<file path="src/rtl/demux_8out_buf.sv">
// Write-side distributor: steers one accepted word per cycle into one of N_OUT
// registered slots, picked by an explicit select or by a round-robin pointer.
//
// Each slot behaves as a two-state holder tracked by its out_valid bit:
//   state | meaning
//   EMPTY | out_valid[i]=0, slot may be written, out_data[i] keeps last word
//   FULL  | out_valid[i]=1, word waits for out_ack[i]
module demux_8out_buf #(
    parameter int DATA_W = 64,
    parameter int N_OUT  = 8,
    localparam int SEL_W = $clog2(N_OUT)
) (
    input  logic                           clk,
    input  logic                           reset,
    input  logic [DATA_W-1:0]              in_data,
    input  logic                           in_valid,
    output logic                           in_ready,
    input  logic [SEL_W-1:0]               sel,
    input  logic                           auto_mode,
    output logic [N_OUT-1:0][DATA_W-1:0]   out_data,
    output logic [N_OUT-1:0]               out_valid,
    input  logic [N_OUT-1:0]               out_ack,
    output logic [SEL_W-1:0]               rr_ptr
);

    logic [SEL_W-1:0] dest;
    logic             accept;
    logic [N_OUT-1:0] wr_en;

    always_comb begin
        dest     = auto_mode ? rr_ptr : sel;
        in_ready = !reset && (!out_valid[dest] || out_ack[dest]);
        accept   = in_valid && in_ready;
        wr_en    = accept ? (N_OUT'(1) << dest) : '0;
    end

    // A write to a slot takes priority over its ack so back-to-back
    // handoffs to the same sink leave no bubble.
    always_ff @(posedge clk) begin
        if (reset) begin
            out_data  <= '0;
            out_valid <= '0;
            rr_ptr    <= '0;
        end else begin
            for (int i = 0; i < N_OUT; i++) begin
                if (wr_en[i]) begin
                    out_data[i]  <= in_data;
                    out_valid[i] <= 1'b1;
                end else if (out_ack[i]) begin
                    out_valid[i] <= 1'b0;
                end
            end
            if (accept && auto_mode) begin
                rr_ptr <= rr_ptr + 1'b1;
            end
        end
    end

endmodule
</file>
<file path="config.mk">
export PLATFORM = sky130hd
export DESIGN_NAME = demux_8out_buf
export DESIGN_NICKNAME = d
export VERILOG_FILES = /design/src/rtl/demux_8out_buf.sv
export SDC_FILE = /design/constraint.sdc
export NUM_CORES = 1
export LEC_CHECK = 0
export CORE_AREA = 4 4 234 236
export CTS_CLUSTER_DIAMETER = 30
export DETAILED_ROUTE_END_ITERATION = 10
export DIE_AREA = 0 0 238 240
export PLACE_DENSITY_LB_ADDON = 0.1
export SLEW_MARGIN = 20
export SYNTH_ARGS = -nofsm -noshare
export SYNTH_HDL_FRONTEND = slang
export SYNTH_SLANG_ARGS = --single-unit
</file>
<file path="constraint.sdc">
create_clock -name clk -period 3.43 [get_ports clk]
set_input_delay 0.686 -clock clk [delete_from_list [all_inputs] [get_ports clk]]
set_output_delay 0.686 -clock clk [all_outputs]
set_load 0.01 [all_outputs]
</file>
# Word level (Yosys, flattened, before mapping)
# Cells that the tools add are included.
# W data, S select, Z words.
totals:
  wordCells: 56
  regBits: 523
classes:
  magnitude_cmp: 1
  add_sub_neg: 1
  n_mux: 22
  reduce_logical: 14
  shift: 1
op_table:
  columns: ["operator", "n"]
  rows:
  - ["$mux W1", 18]
  - ["$reduce_bool A2 Y1", 8]
  - ["$mux W8", 1]
  - ["$shl A1 B3 Y8 const A", 1]
  - ["$bmux W1 S3", 2]
  - ["$lt A3 B4 Y1 const B", 1]
  - ["$add A3 B1 Y3 const B", 1]
  - ["$logic_and A1 B1 Y1", 3]
  - ["$mux W3", 1]
  - ["$logic_not A1 Y1", 2]
  - ["$logic_or A1 B1 Y1", 1]

# Longest topological paths before layout
# Gate-level depths: netlist of the first run.
logic_depth:
  depth_word: 9
  mapped_depth: 9
  depth_no_buf: 6

# Least setup slack after synthesis of the first run
# Ideal clock, no wire load.
synth_path:
  kind: "input to output"
  startpoint: "input port sel[1]"
  endpoint: "output port in_ready"
  t_required_ns: 2.744
  slack_ns: 0.644
  arrival_ns: 2.100
  path_stages: 5
  path_cell_list: "buf_2 > mux2_1 > a211o_1 > a221oi_4 > a221oi_1"
synth_via:
  elab_chain_cells: 6
synth_lines:
  columns: ["element", "line", "source"]
  rows:
  - ["start: declaration", "18", "input logic [SEL_W-1:0] sel,"]
  - ["$mux W3 *", "31", "dest = auto_mode ? rr_ptr : sel;"]
  - ["$bmux W1 S3", "32", "in_ready = !reset && (!out_valid[dest] || out_ack[dest]);"]
  - ["$mux W1 (not written as such)", "32", null]
  - ["$logic_not A1 Y1", "32", null]
  - ["$logic_or A1 B1 Y1 *", "32", null]
  - ["$logic_and A1 B1 Y1 *", "32", null]
  - ["end: declaration", "17", "output logic in_ready,"]
# Mark *: on every way between the ends. The rest lies on a longest branch, timed or not. The select of a mux whose other input is x is not followed.

# Worst setup path in the final report of the first run
layout_path:
  startpoint: "input port auto_mode"
  endpoint: "output port in_ready"
layout_via:
  elab_chain_cells: 6
layout_lines:
  columns: ["element", "line", "source"]
  rows:
  - ["start: declaration", "19", "input logic auto_mode,"]
  - ["$mux W3 *", "31", null]
  - ["$bmux W1 S3", "32", null]
  - ["$mux W1 (not written as such)", "32", null]
  - ["$logic_not A1 Y1", "32", null]
  - ["$logic_or A1 B1 Y1 *", "32", null]
  - ["$logic_and A1 B1 Y1 *", "32", null]
# Marked as above.

==> impl_metrics.json, run 1 <==
{
  "synth_edf_count": 0,
  "ys_types": 41,
  "end_kind": "primary output",
  "globalRouteOverflowTotal": 0,
  "cp-start-kind": "input pin",
  "hp-class": "in -> reg",
  "worstHoldStart": "reset",
  "core-area_um2": 52400,
  "slowest_stage": "or4b_1",
  "grt_use_met2_pct": 37.8,
  "placed_cell_area_um2": 26200,
  "cp.required_ns": 2.74,
  "use_met1_pct": 26.1,
  "hpwl_mm": 47.1,
  "min_path_cells": 2,
  "fin_nets": 2519,
  "first_global_vias": 15300,
  "max_slew_margin_pct": 36.6,
  "die_y_um": 240,
  "r2r_end": "out_data[402]$_SDFFE_PP0P_",
  "area_growth_pct": 56.2,
  "yosys_register_bits": 523,
  "wl_per_cell_um": 20.8,
  "fmax_ghz": 0.303,
  "vias": 15200,
  "track_usage_pct": 22.4,
  "rsz0062_at_grt": "false",
  "syn_area_um2": 19400,
  "fin_hold_ws_ns": 0.363,
  "cts.repair.resized": 5,
  "r2r_cells": 10,
  "synth_ff_type": "dfxtp_1",
  "cts_tree": "built",
  "clock_latency_ns": 0.65,
  "clkSinkCount": 523,
  "max_cap_viol_count": 0,
  "drtIter0Drc": 646,
  "peakVddDrop_v": 0.000505,
  "cts_buffer_depth": 3,
  "layout_common_cells": "clkdlybuf4s50_1, nor2_1, dfxtp_1",
  "routed_via_density": 4.70,
  "antenna_found_initial": 3,
  "io_pins": 603,
  "status": "complete, no violations",
  "start_util_pct": 37.0,
  "ctsHoldBuffers": 0,
  "hold_viol": 0,
  "grt_max_degree": 194,
  "fill_cells": 4442,
  "cts.htree.levels": 3,
  "slew_viol_final": 0,
  "ys_async_sr_fraction_pct": 0,
  "tightest_slew_ns": 0.951,
  "p_per_area_nw_per_um2": 609,
  "setup_viol": 0,
  "cts_setup_buffers": 0,
  "drc": 0,
  "path_max_fanout": 3,
  "dr.pass1.iters": 5,
  "setup.worst_path.class": "in -> out",
  "row_count": 84,
  "final_common_cell": "clkdlybuf4s50_1",
  "synth-seq-area-share_pct": 53.9,
  "drtAntennaViolNets": 0,
  "layout_min_cycle_time_ns": 3.30,
  "r2r-start": "rr_ptr[1]$_SDFFE_PP0P_",
  "die_w_um": 238,
  "p_leak_nw": 10.8,
  "finalCritPeriodShare_pct": 96.4,
  "port_buffers": 602,
  "cts_root_buffer": "clkbuf_16",
  "clk_pin_slew_ns": 0.04,
  "syn-num-nets": 1886,
  "power_mw": 18.5,
  "globalRouteMet3Util_pct": 8.74,
  "hold_end": "out_data[390]$_SDFFE_PP0P_",
  "diodes": 0,
  "cts_buffers": 116,
  "cp_top_family": "buffers and inverters",
  "syn_avg_cell_area_um2": 10.8,
  "setup_tns_ns": 0,
  "die_area_um2": 57100,
  "regToRegSetupSlack_ns": 0.92,
  "grt_pass1_wl_mm": 98.3,
  "path_cells": "clkdlybuf4s50_1, buf_4, or4b_1, o31ai_1, a221oi_4, a221oi_1, buf_2",
  "fin_area_um2": 30400,
  "crit_arrival_ns": 2.62,
  "place.gp.congestion": 0.819,
  "cp_num_buf_inv": 3,
  "gr-max-usage-layer": "met2",
  "drive_gt1_share_pct": 12.5,
  "skew_ns": 0.0257,
  "syn_inst": 1806,
  "yosys_warnings": 0,
  "cpPeakStageDelay_ns": 0.52,
  "drt_wl_total_mm": 67.2,
  "post-route-util_pct": 57.9
}
## registers in the layout (all words and copies together) (netlist names)
| register | count |
|---|---|
| out_valid | 8 |
| rr_ptr | 3 |
| out_data | 512 |
## per-stage QoR
step	instances	worst slack, ns
floorplan	1806	0.644
global placement	3009	-0.336
detailed placement	3009	-0.351
CTS	3229	0.0768
global route	3229	0.0198
finish	3229	0.125
## per-layer routing
layer  vias up  wire length (um)
met1      7248             27100
met4         6              2020
met5         -                41
met2       530             32400
li1       7270                 -
met3       108              5650
## Yosys cell counts, drive strengths merged (2+ instances only)
cell type    n  share of area (%)
nor2       525                 10
a21oi       10               0.26
buf        122                5.6
inv         10               0.19
clkbuf      60                1.2
mux2i      516                 27
mux4         2               0.23
nand2        2              0.039
a211oi       8               0.52
nand2b       2              0.064
dfxtp      523                 54
a221oi       3               0.26
## worst max path at each step
stage	startpoint	to	cells past startpoint	slack, ns
finish	auto_mode	in_ready	7	0.13
global route	auto_mode	in_ready	6	0.02
CTS	auto_mode	in_ready	7	0.08
detailed placement	auto_mode	in_ready	7	-0.35
global placement	auto_mode	in_ready	7	-0.34
floorplan	sel[1]	in_ready	5	0.64
## cell families (layout without fill, tap and decap cells)
group | Yosys count | after routing | synth area share (%)
fa+ha+maj | 1 | 1 | 0.0644
compound gates | 32 | 32 | 1.62
mux | 519 | 519 | 26.9
buf+inv | 192 | 927 | 6.93
flops | 523 | 523 | 53.9
simple gates | 538 | 538 | 10.6
xor+xnor | 1 | 1 | 0.0451
## power by group
group	internal (mW)	total [mW]	switching (mW)
registers	6.18	6.22	0.0447
clock network	7.87	11.4	3.51
logic	0.395	0.889	0.493
total	14.4	18.5	4.04
## final cells by class
type	count	area, um2	area share, %
clock buffers	161	3370	11.1
clock inverters	59	762	2.51
inverters	10	37.5	0.124
multi-input cells	1091	7670	25.3
flip-flops and latches	523	10500	34.5
well taps	688	861	2.84
repair buffers	697	7180	23.6
Note: power is estimated with default switching activity, not from simulation.
==> inputs of run 2 (changes only) <==
--- a/config.mk
+++ b/config.mk
@@ -14,3 +14,4 @@
 export SYNTH_ARGS = -nofsm -noshare
 export SYNTH_HDL_FRONTEND = slang
 export SYNTH_SLANG_ARGS = --single-unit
+export TNS_END_PERCENT = 50
==> constraint.sdc (replaced) <==
create_clock -name clk -period 2.69 [get_ports clk]
set_input_delay 0.538 -clock clk [delete_from_list [all_inputs] [get_ports clk]]
set_output_delay 0.538 -clock clk [all_outputs]
set_load 0.01 [all_outputs]
==> run 2 against run 1 <==
Net effect: the run now ends with setup timing left; final cell count up 0.19%; sequential power increased by 28%; via count barely moved; critical endpoint unchanged; critical path type unchanged; largest power group unchanged.
==> impl_metrics.json, run 2 (synthesized netlist as in run 1, its figures left out) <==
{
  "crit_start": "out_ack[0]",
  "worstHoldStart": "reset",
  "layout_common_cells": "clkdlybuf4s50_1, nor2_1, dfxtp_1",
  "ctsHoldBuffers": 0,
  "cts_buffers": 119,
  "final_common_cell": "clkdlybuf4s50_1",
  "dp.cells": 3007,
  "path_max_fanout": 3,
  "port_buffers": 602,
  "status": "complete, but fails checks",
  "p_leak_nw": 10.8,
  "drc": 0,
  "io_pins": 603,
  "clock_latency_ns": 0.64,
  "start_util_pct": 37.0,
  "cts_buffer_depth": 3,
  "area_growth_pct": 56.0,
  "vias": 15200,
  "cp-start-kind": "input pin",
  "drive_gt1_share_pct": 12.5,
  "max_cap_viol_count": 0,
  "rsz0062_at_grt": "true",
  "grt_pass1_wl_mm": 96.6,
  "layout_min_cycle_time_ns": 2.78,
  "die_y_um": 240,
  "fin_ws_ns": -0.0865,
  "slowest_stage": "clkdlybuf4s50_1",
  "cts.htree.levels": 3,
  "fin_cells": 3235,
  "setup.worst_path.class": "in -> out",
  "setup_tns_ns": -0.0865,
  "end_kind": "primary output",
  "fin_nets": 2522,
  "globalRouteOverflowTotal": 0,
  "routed_via_density": 4.68,
  "setup_viol": 1,
  "hpwl_mm": 46.5,
  "reg.largest.list": "out_data (512), out_valid (8), rr_ptr (3)",
  "place.gp.congestion": 0.821,
  "tightest_slew_ns": 1.09,
  "crit_arrival_ns": 2.24,
  "post-route-util_pct": 57.8,
  "dp_slack_ns": -0.918,
  "r2r-start": "rr_ptr[1]$_SDFFE_PP0P_",
  "drtIter0Drc": 660,
  "multi_input_area_um2": 7690,
  "cp.required_ns": 2.15,
  "grt_max_degree": 241,
  "antenna_found_initial": 3,
  "ff_latch_area_um2": 10500,
  "drt_wl_total_mm": 66.5,
  "slew_viol_final": 0,
  "track_usage_pct": 21.9,
  "cts_root_buffer": "clkbuf_16",
  "core-area_um2": 52400,
  "skew_ns": 0.0194,
  "drtAntennaViolNets": 0,
  "clk_pin_slew_ns": 0.05,
  "dr.pass1.iters": 5,
  "max_slew_margin_pct": 27.4,
  "violations": "setup timing",
  "die_area_um2": 57100,
  "die_w_um": 238,
  "cpPeakStageDelay_ns": 0.52,
  "p_per_area_nw_per_um2": 767,
  "hold_viol": 0,
  "peakVddDrop_v": 0.000577,
  "first_global_vias": 15000,
  "path_cells": "clkdlybuf4s50_1, or4b_1, o31ai_1, a221oi_4, a221oi_2, buf_4",
  "cts_tree": "built",
  "largest_reg_flops": 512,
  "row_count": 84,
  "clkSinkCount": 523,
  "fill_cells": 4405,
  "fmax_ghz": 0.360,
  "wl_per_cell_um": 20.5,
  "hp-class": "in -> reg",
  "largest_register": "out_data",
  "finalCritPeriodShare_pct": 103
}
[run 2: cell count changes in the layout (fill, tap and decap cells not counted), moves of 3 or more]
| cell | before | now |
|---|---|---|
| clkbuf_8 | 28 | 25 |
| clkinv_2 | 24 | 33 |
| clkbuf_16 | 117 | 120 |
| clkinvlp_4 | 11 | 4 |
| bufinv_16 | 14 | 11 |
| clkbuf_1 | 16 | 27 |
| buf_12 | 35 | 39 |
| buf_4 | 60 | 57 |
| clkdlybuf4s50_1 | 600 | 597 |
[run 2: through the flow]
stage	instance area [um2]	hold WS [ns]	power, mW
floorplan	19400	0.531	8.67
global placement	26300	0.471	9.21
detailed placement	26300	0.478	9.22
CTS	30300	0.0917	23.5
global route	30300	0.104	24.0
finish	30300	0.131	23.2
[run 2: final timing paths]
path	cells after the start	slack (ns)	end
max	6	-0.09	in_ready
min	2	0.13	out_valid[5]$_SDFFE_PP0P_
max reg2reg	9	0.22	out_data[367]$_SDFFE_PP0P_
min reg2reg	2	0.48	out_data[273]$_SDFFE_PP0P_
[run 2: critical path, delay by kind of cell]
kind                   cells  cell delay (ns)
and+or+nand+nor            1             0.45
AOI/OAI and AO/OA          3             0.53
buffers and inverters      2             0.71
[run 2: cell type report]
class / count / area share [%]
Clock inverter: 53 / 1.90
Multi-Input combinational cell: 1091 / 25.4
Clock buffer: 172 / 11.4
Inverter: 10 / 0.124
Antenna cell: 1 / 0.00826
Tap cell: 688 / 2.84
Sequential cell: 523 / 34.6
Timing Repair Buffer: 697 / 23.8
[run 2: routing by layer]
metal | track usage (%) | vias to the layer above | share of wire, %
met3 | 7.95 | 132 | 7.6
met4 | 8.18 | 6 | 3.6
met5 | 0 | - | 0.062
met1 | 26.5 | 7236 | 41
li1 | - | 7273 | -
met2 | 36.0 | 505 | 48
[run 2: timing repair]
item	in CTS	in global routing
endpoints found under the setup margin	162	1
buffers inserted	1	1
resized for setup	12	2
pin swaps	1	1
[run 2: report_power, final]
part	switching (mW)	total, mW	internal (mW)
sequential	0.0560	7.94	7.88
clock	4.35	14.2	9.81
combinational	0.628	1.14	0.512
total	5.04	23.2	18.2
==> inputs of run 3 (changes only) <==
--- a/config.mk
+++ b/config.mk
@@ -5,10 +5,11 @@
 export SDC_FILE = /design/constraint.sdc
 export NUM_CORES = 1
 export LEC_CHECK = 0
-export CORE_AREA = 4 4 234 236
+export ABC_AREA = 1
+export CORE_MARGIN = 4
+export CORE_UTILIZATION = 44
 export CTS_CLUSTER_DIAMETER = 30
 export DETAILED_ROUTE_END_ITERATION = 10
-export DIE_AREA = 0 0 238 240
 export PLACE_DENSITY_LB_ADDON = 0.1
 export SLEW_MARGIN = 20
 export SYNTH_ARGS = -nofsm -noshare
==> run 3 against run 2 <==
Net effect: the flow now finishes without violations; highest routed layer unchanged; critical path depth is 3 higher; total power is 6.5% higher; critical endpoint unchanged; clock skew is 0.0025 ns higher; final cell count is 34% higher; wire length is 36% higher; critical path type is now reg -> out; area after synthesis is 14% higher; combinational power is 83% higher.
==> impl_metrics.json, run 3 <==
{
  "grt_use_met2_pct": 49.7,
  "dr.pass1.iters": 5,
  "p_per_area_nw_per_um2": 756,
  "track_usage_pct": 31.8,
  "fill_cells": 4122,
  "io_pins": 603,
  "wl_per_cell_um": 20.8,
  "synth-seq-area-share_pct": 47.3,
  "synthAdderAreaFrac_pct": 0.0566,
  "clkPwrFrac_pct": 59.0,
  "cts_buffer_depth": 3,
  "syn_area_um2": 22100,
  "die_w_um": 232,
  "setup.worst_path.class": "reg -> out",
  "synth_ff_type": "dfxtp_1",
  "end_kind": "primary output",
  "antenna_found_initial": 3,
  "cts_setup_buffers": 0,
  "p_leak_nw": 13.4,
  "cpPeakStageDelay_ns": 0.46,
  "yosys_register_bits": 523,
  "setup_viol": 0,
  "layout_common_cells": "nor2_1, clkdlybuf4s50_1, nand2_1",
  "synth_xor_area_share_pct": 0.0396,
  "synth_common_cells": "nor2_1, nand2_1, dfxtp_1, nand4_1, buf_1",
  "syn_avg_cell_area_um2": 7.27,
  "max_cap_viol_count": 0,
  "layout_min_cycle_time_ns": 2.55,
  "cts_buffers": 115,
  "routed_via_density": 5.49,
  "ff_latch_area_um2": 10500,
  "drtIter0Drc": 2356,
  "use_met1_pct": 40.7,
  "cts_root_buffer": "clkbuf_16",
  "fin_cells": 4337,
  "cp-start-kind": "flop",
  "worst_path_most_repeated_cell": "nand2_2",
  "synth_compound_area_share_pct": 0.226,
  "fmax_ghz": 0.393,
  "post-route-util_pct": 66.4,
  "drt_wl_total_mm": 90.1,
  "syn_inst": 3041,
  "yosysMostFrequentCell": "nor2_1",
  "globalRouteOverflowTotal": 0,
  "slowest_stage": "dfxtp_1",
  "clkSinkCount": 523,
  "swShare_pct": 24.2,
  "crit_arrival_ns": 2.01,
  "max_slew_margin_pct": 35.6,
  "cts.htree.levels": 3,
  "grt_max_degree": 195,
  "largest_reg_flops": 512,
  "hold_viol": 0,
  "hpwl_mm": 58.8,
  "vias": 23800,
  "setup_tns_ns": 0,
  "yosys.area.top_type": "dfxtp_1",
  "row_count": 81,
  "die_area_um2": 53900,
  "port_buffers": 602,
  "rsz0062_at_grt": "false",
  "syn-num-nets": 3121,
  "cp.required_ns": 2.15,
  "path_max_fanout": 8,
  "largest_register": "out_data",
  "grt_pass1_wl_mm": 134,
  "multi_input_area_um2": 9600,
  "synthSimpleGateAreaFrac_pct": 42.8,
  "slew_viol_final": 0,
  "gr-max-usage-layer": "met2",
  "hp-class": "reg -> reg",
  "fin_nets": 3660,
  "yosys_warnings": 0,
  "dp.cells": 4127,
  "drc": 0,
  "p_int_mw": 18.8,
  "clock_latency_ns": 0.65,
  "path_cells": "nand2_2, nand2_4, nand2_2, o21ai_1, inv_1, nand2_1, nor2_2, nor2_4, buf_6",
  "globalRouteMet3Util_pct": 7.42,
  "place.gp.congestion": 0.874,
  "tightest_slew_ns": 0.966,
  "ys_types": 25,
  "core-area_um2": 49400,
  "skew_ns": 0.0219,
  "clk_pin_slew_ns": 0.05,
  "synth_top_family_by_area": "simple AND/OR/NAND/NOR gates",
  "finalCritPeriodShare_pct": 94.7,
  "first_global_vias": 22500,
  "cts_tree": "built",
  "area_growth_pct": 48.2,
  "p_switching_mw": 5.99,
  "ys_async_sr_fraction_pct": 0,
  "peakVddDrop_v": 0.000499,
  "drive_gt1_share_pct": 9.20,
  "die_y_um": 232,
  "yosys.area.top_type_share_pct": 47.3,
  "seq_power_share_pct": 32.6,
  "synth.area.top_cells": "dfxtp_1, nor2_1, nand4_1",
  "synth.mux.area_fraction_pct": 0,
  "status": "complete, no violations",
  "start_util_pct": 44.8,
  "synth_edf_count": 0,
  "reg.largest.list": "out_data (512), out_valid (8), rr_ptr (3)",
  "final_common_cell": "nor2_1",
  "ctsHoldBuffers": 0,
  "fin_hold_ws_ns": 0.459,
  "power_frac_comb_pct": 8.5,
  "drtAntennaViolNets": 0
}
==> run 3: cell count changes in the layout (fill, tap and decap cells not counted), sizes merged, moves of 20 or more <==
cell	previous run	this run
clkbuf	173	150
inv	13	101
mux2i	516	0
nand2	2	555
nand3	1	21
nand4	0	515
nor2	525	1044
==> run 3: cell type report <==
| class | instances | share of cell area [%] |
|---|---|---|
| clock inverters | 59 | 2.44 |
| well taps | 664 | 2.54 |
| clock buffers | 150 | 9.99 |
| inverters | 92 | 1.15 |
| multi-input cells | 2147 | 29.3 |
| repair buffers | 701 | 22.6 |
| flip-flops and latches | 523 | 31.9 |
| diodes | 1 | 0.00764 |
==> run 3: final timing paths <==
path,startpoint,endpoint,slack (ns),depth (start not counted)
setup / recovery,rr_ptr[0]$_SDFFE_PP0P_,in_ready,0.14,9
hold / removal,out_data[497]$_SDFFE_PP0P_,out_data[497]$_SDFFE_PP0P_,0.46,2
setup reg to reg,rr_ptr[0]$_SDFFE_PP0P_,out_data[253]$_SDFFE_PP0P_,0.30,14
hold reg to reg,out_data[497]$_SDFFE_PP0P_,out_data[497]$_SDFFE_PP0P_,0.46,2
==> run 3: power groups by stage <==
stage | clock (mW) | sequential (mW) | combinational (mW)
global route | 15.1 | 8.07 | 2.25
floorplan | 0 | 8.25 | 1.08
CTS | 14.7 | 8.06 | 2.07
global placement | 0 | 8.20 | 2.03
finish | 14.6 | 8.06 | 2.09
detailed placement | 0 | 8.20 | 2.05
==> run 3: routing by layer <==
metal	vias up	part of all wire, %
li1	11100	-
met4	2	5.3
met3	253	9.4
met2	1274	46
met1	11200	39
met5	-	0.014
==> run 3: stage by stage <==
stage / power (mW) / worst slack, ns / area (um2)
detailed placement: 10.3 / -0.440 / 28700
global route: 25.5 / 0.0145 / 32800
floorplan: 9.34 / 0.465 / 22100
global placement: 10.2 / -0.494 / 28700
CTS: 24.8 / 0.00231 / 32800
finish: 24.8 / 0.143 / 32800
==> run 3: cells by family after synthesis <==
| logic type | Yosys count |
|---|---|
| adders and majority gates | 1 |
| and+or+nand+nor | 2135 |
| AOI/OAI and AO/OA | 10 |
| buffers and inverters | 371 |
| DFF | 523 |
| xor gates and xnor gates | 1 |
==> run 3: worst max-delay path: cells and delay by family, from the launching register on <==
kind	cells	cell delay, ns
buffers and inverters	2	0.19
AOI/OAI and AO/OA	1	0.14
and+or+nand+nor	6	0.58
DFF	1	0.46
==> run 3: repair_timing <==
action	CTS	global route
resized for setup	4	5
pin swaps	0	1
setup endpoints to repair	1	1
==> RTL edit: new RTL, config.mk and constraints of run 2 <==
Set the parameter `DATA_W` to 32 (it was 64).
--- a/src/rtl/demux_8out_buf.sv
+++ b/src/rtl/demux_8out_buf.sv
@@ -6,7 +6,7 @@
 //   EMPTY | out_valid[i]=0, slot may be written, out_data[i] keeps last word
 //   FULL  | out_valid[i]=1, word waits for out_ack[i]
 module demux_8out_buf #(
-    parameter int DATA_W = 64,
+    parameter int DATA_W = 32,
     parameter int N_OUT  = 8,
     localparam int SEL_W = $clog2(N_OUT)
 ) (
Ports: changed (resized in_data and out_data); port bits go from 603 to 315. No check against the original RTL was run, so the function may have changed too.
==> RTL edit against run 2 <==
Wire length fell by 42%. Synthesized area fell by 48%. Total power fell by 33%. Cell count fell by 36%. Worst setup slack improved by 0.088 ns. Largest cell class unchanged. Final area fell by 43%. Critical endpoint unchanged. Largest power group unchanged. Clock power fell by 23%. Sequential cell count fell by 256. Combinational power fell by 42%. Sequential power fell by 49%.
==> RTL edit: results (changes against run 2) <==
grt_first_pass_wirelength_um: 56900  # -41%
synthTopCellsByCount: "nor2_1 (269), dfxtp_1 (267), mux2i_1 (260), buf_2 (34), clkbuf_1 (31)"
final_nets: 1367  # -46%
first_iter_violations: 260  # -61%
wl_per_cell_um: 18.54  # -9.7%
clk_latency_ns: 0.60  # -0.04 ns
grt_pass1_vias: 8373  # -44%
relSlewSlack_pct: 37.83  # +10 points
place.gp.congestion: 0.7412  # -9.7%
synth.distinct_cells: 39  # -4.9%
place_inst: 1910  # -36%
num_vias: 8033  # -47%
synth-seq-area-share_pct: 52.87  # -1.0 points
p_leak_nw: 6.209  # -42%
antenna_found_initial: 0  # -3
status: "completed"
reg_top3: "out_data (256), out_valid (8), rr_ptr (3)"
p_int_mw: 12.30  # -32%
dpl_worst_slack_ns: -0.7245  # +0.1932 ns
skew_ns: 0.01523  # -0.004200 ns
wirelength_um: 38600  # -42%
drt_first_pass_iters: 6  # +1
numCtsBuffers: 92  # -23%
antenna-diode-count: 0  # -1
grt_max_degree: 79  # -67%
drive_above_1_share_pct: 16.64  # +4.2 points
syn_nets: 995  # -47%
syn_inst: 947  # -48%
timing.critical_path.from: "rr_ptr[0]"
max-vdd-ir-drop_uv: 367.0  # -36%
dp_hpwl_um: 25390  # -45%
cp.arrival_ns: 2.15  # -0.09 ns
synthArstFlopShare_pct: 0  # unchanged
synth.area.top_cells: "dfxtp_1 (53%), mux2i_1 (26%), nor2_1 (10%)"
slowest_stage: "mux4_2"
-- RTL edit: cell types whose count changed after synthesis, sizes merged --
| cell | delta |
|---|---|
| buf | -62 |
| clkbuf | -29 |
| dfxtp | -256 |
| mux2i | -256 |
| nor2 | -256 |
-- RTL edit: what timing repair did --
action / CTS / global route
hold buffers: 0 / 0
pin swaps: 2 / 2
setup endpoints to repair: 1 / 1
buffers inserted: 3 / 0
hold endpoints to repair: 0 / 0
gates resized for setup: 13 / 4
-- RTL edit: cells by family (layout without fill, tap and decap cells) --
family / Yosys count / after routing / synth area share, %
AO/OA/AOI/OAI: 32 / 32 / 3.725
XOR/XNOR: 1 / 1 / 0.08665
adder cells (fa/ha/maj): 1 / 1 / 0.1237
buffers and inverters: 101 / 548 / 6.027
flip-flops: 267 / 267 / 52.87
multiplexers: 263 / 263 / 26.34
AND/OR/NAND/NOR: 282 / 282 / 10.83
-- RTL edit: final timing paths --
| check | slack (ns) | end | depth (start not counted) |
|---|---|---|---|
| worst min register to register | 0.49 | out_data[255] | 2 |
| worst max register to register | 0.22 | out_data[112] | 9 |
| worst max-delay path | 0.001 | in_ready | 5 |
| worst min-delay path | 0.36 | rr_ptr[0] | 3 |
-- RTL edit: per-layer routing --
metal  global-route usage (%)  vias up  routed length (um)
li1                         -     3934                   -
met1                    15.72     3763               16350
met2                    21.15      263               18080
met3                    6.125       73                3277
met4                    4.626        0                 887
met5                        0        -                   0
-- RTL edit: layout make-up --
type                       instances  area, um^2
inverter                          10       37.54
fill                            5261       35080
clock inverter                    37       498.0
clock buffer                     132        2726
multi-input combinational        579        4173
timing repair buffer             369        3717
tap                              688       860.8
sequential                       267        5353
-- RTL edit: power groups by stage --
stage / clock, mW / sequential, mW / combinational, mW
after floorplan: 0 / 4.15 / 0.320
after global placement: 0 / 4.13 / 0.676
after detailed placement: 0 / 4.13 / 0.674
after CTS: 11.1 / 4.06 / 0.682
after global routing: 11.4 / 4.06 / 0.718
final: 10.9 / 4.06 / 0.661
-- RTL edit: worst max-delay path, delay by kind of cell (launching register included) --
kind | cells | cell delay [ns]
buffers and inverters | 1 | 0.18
DFF | 1 | 0.35
and+or+nand+nor | 2 | 0.22
muxes | 1 | 0.52
AOI/OAI and AO/OA | 1 | 0.28
-- RTL edit: stage by stage --
stage	setup TNS, ns	power (mW)	cell area, um^2	hold slack (ns)
2_1_floorplan	0	4.465	10110	0.5312
3_3_place_gp	-118.66	4.802	14100	0.4707
3_5_place_dp	-125.76	4.800	14100	0.4787
4_1_cts	-0.08797	15.88	17350	0.3157
5_1_grt	-0.08476	16.16	17370	0.3493
6_report	0	15.58	17370	0.3617
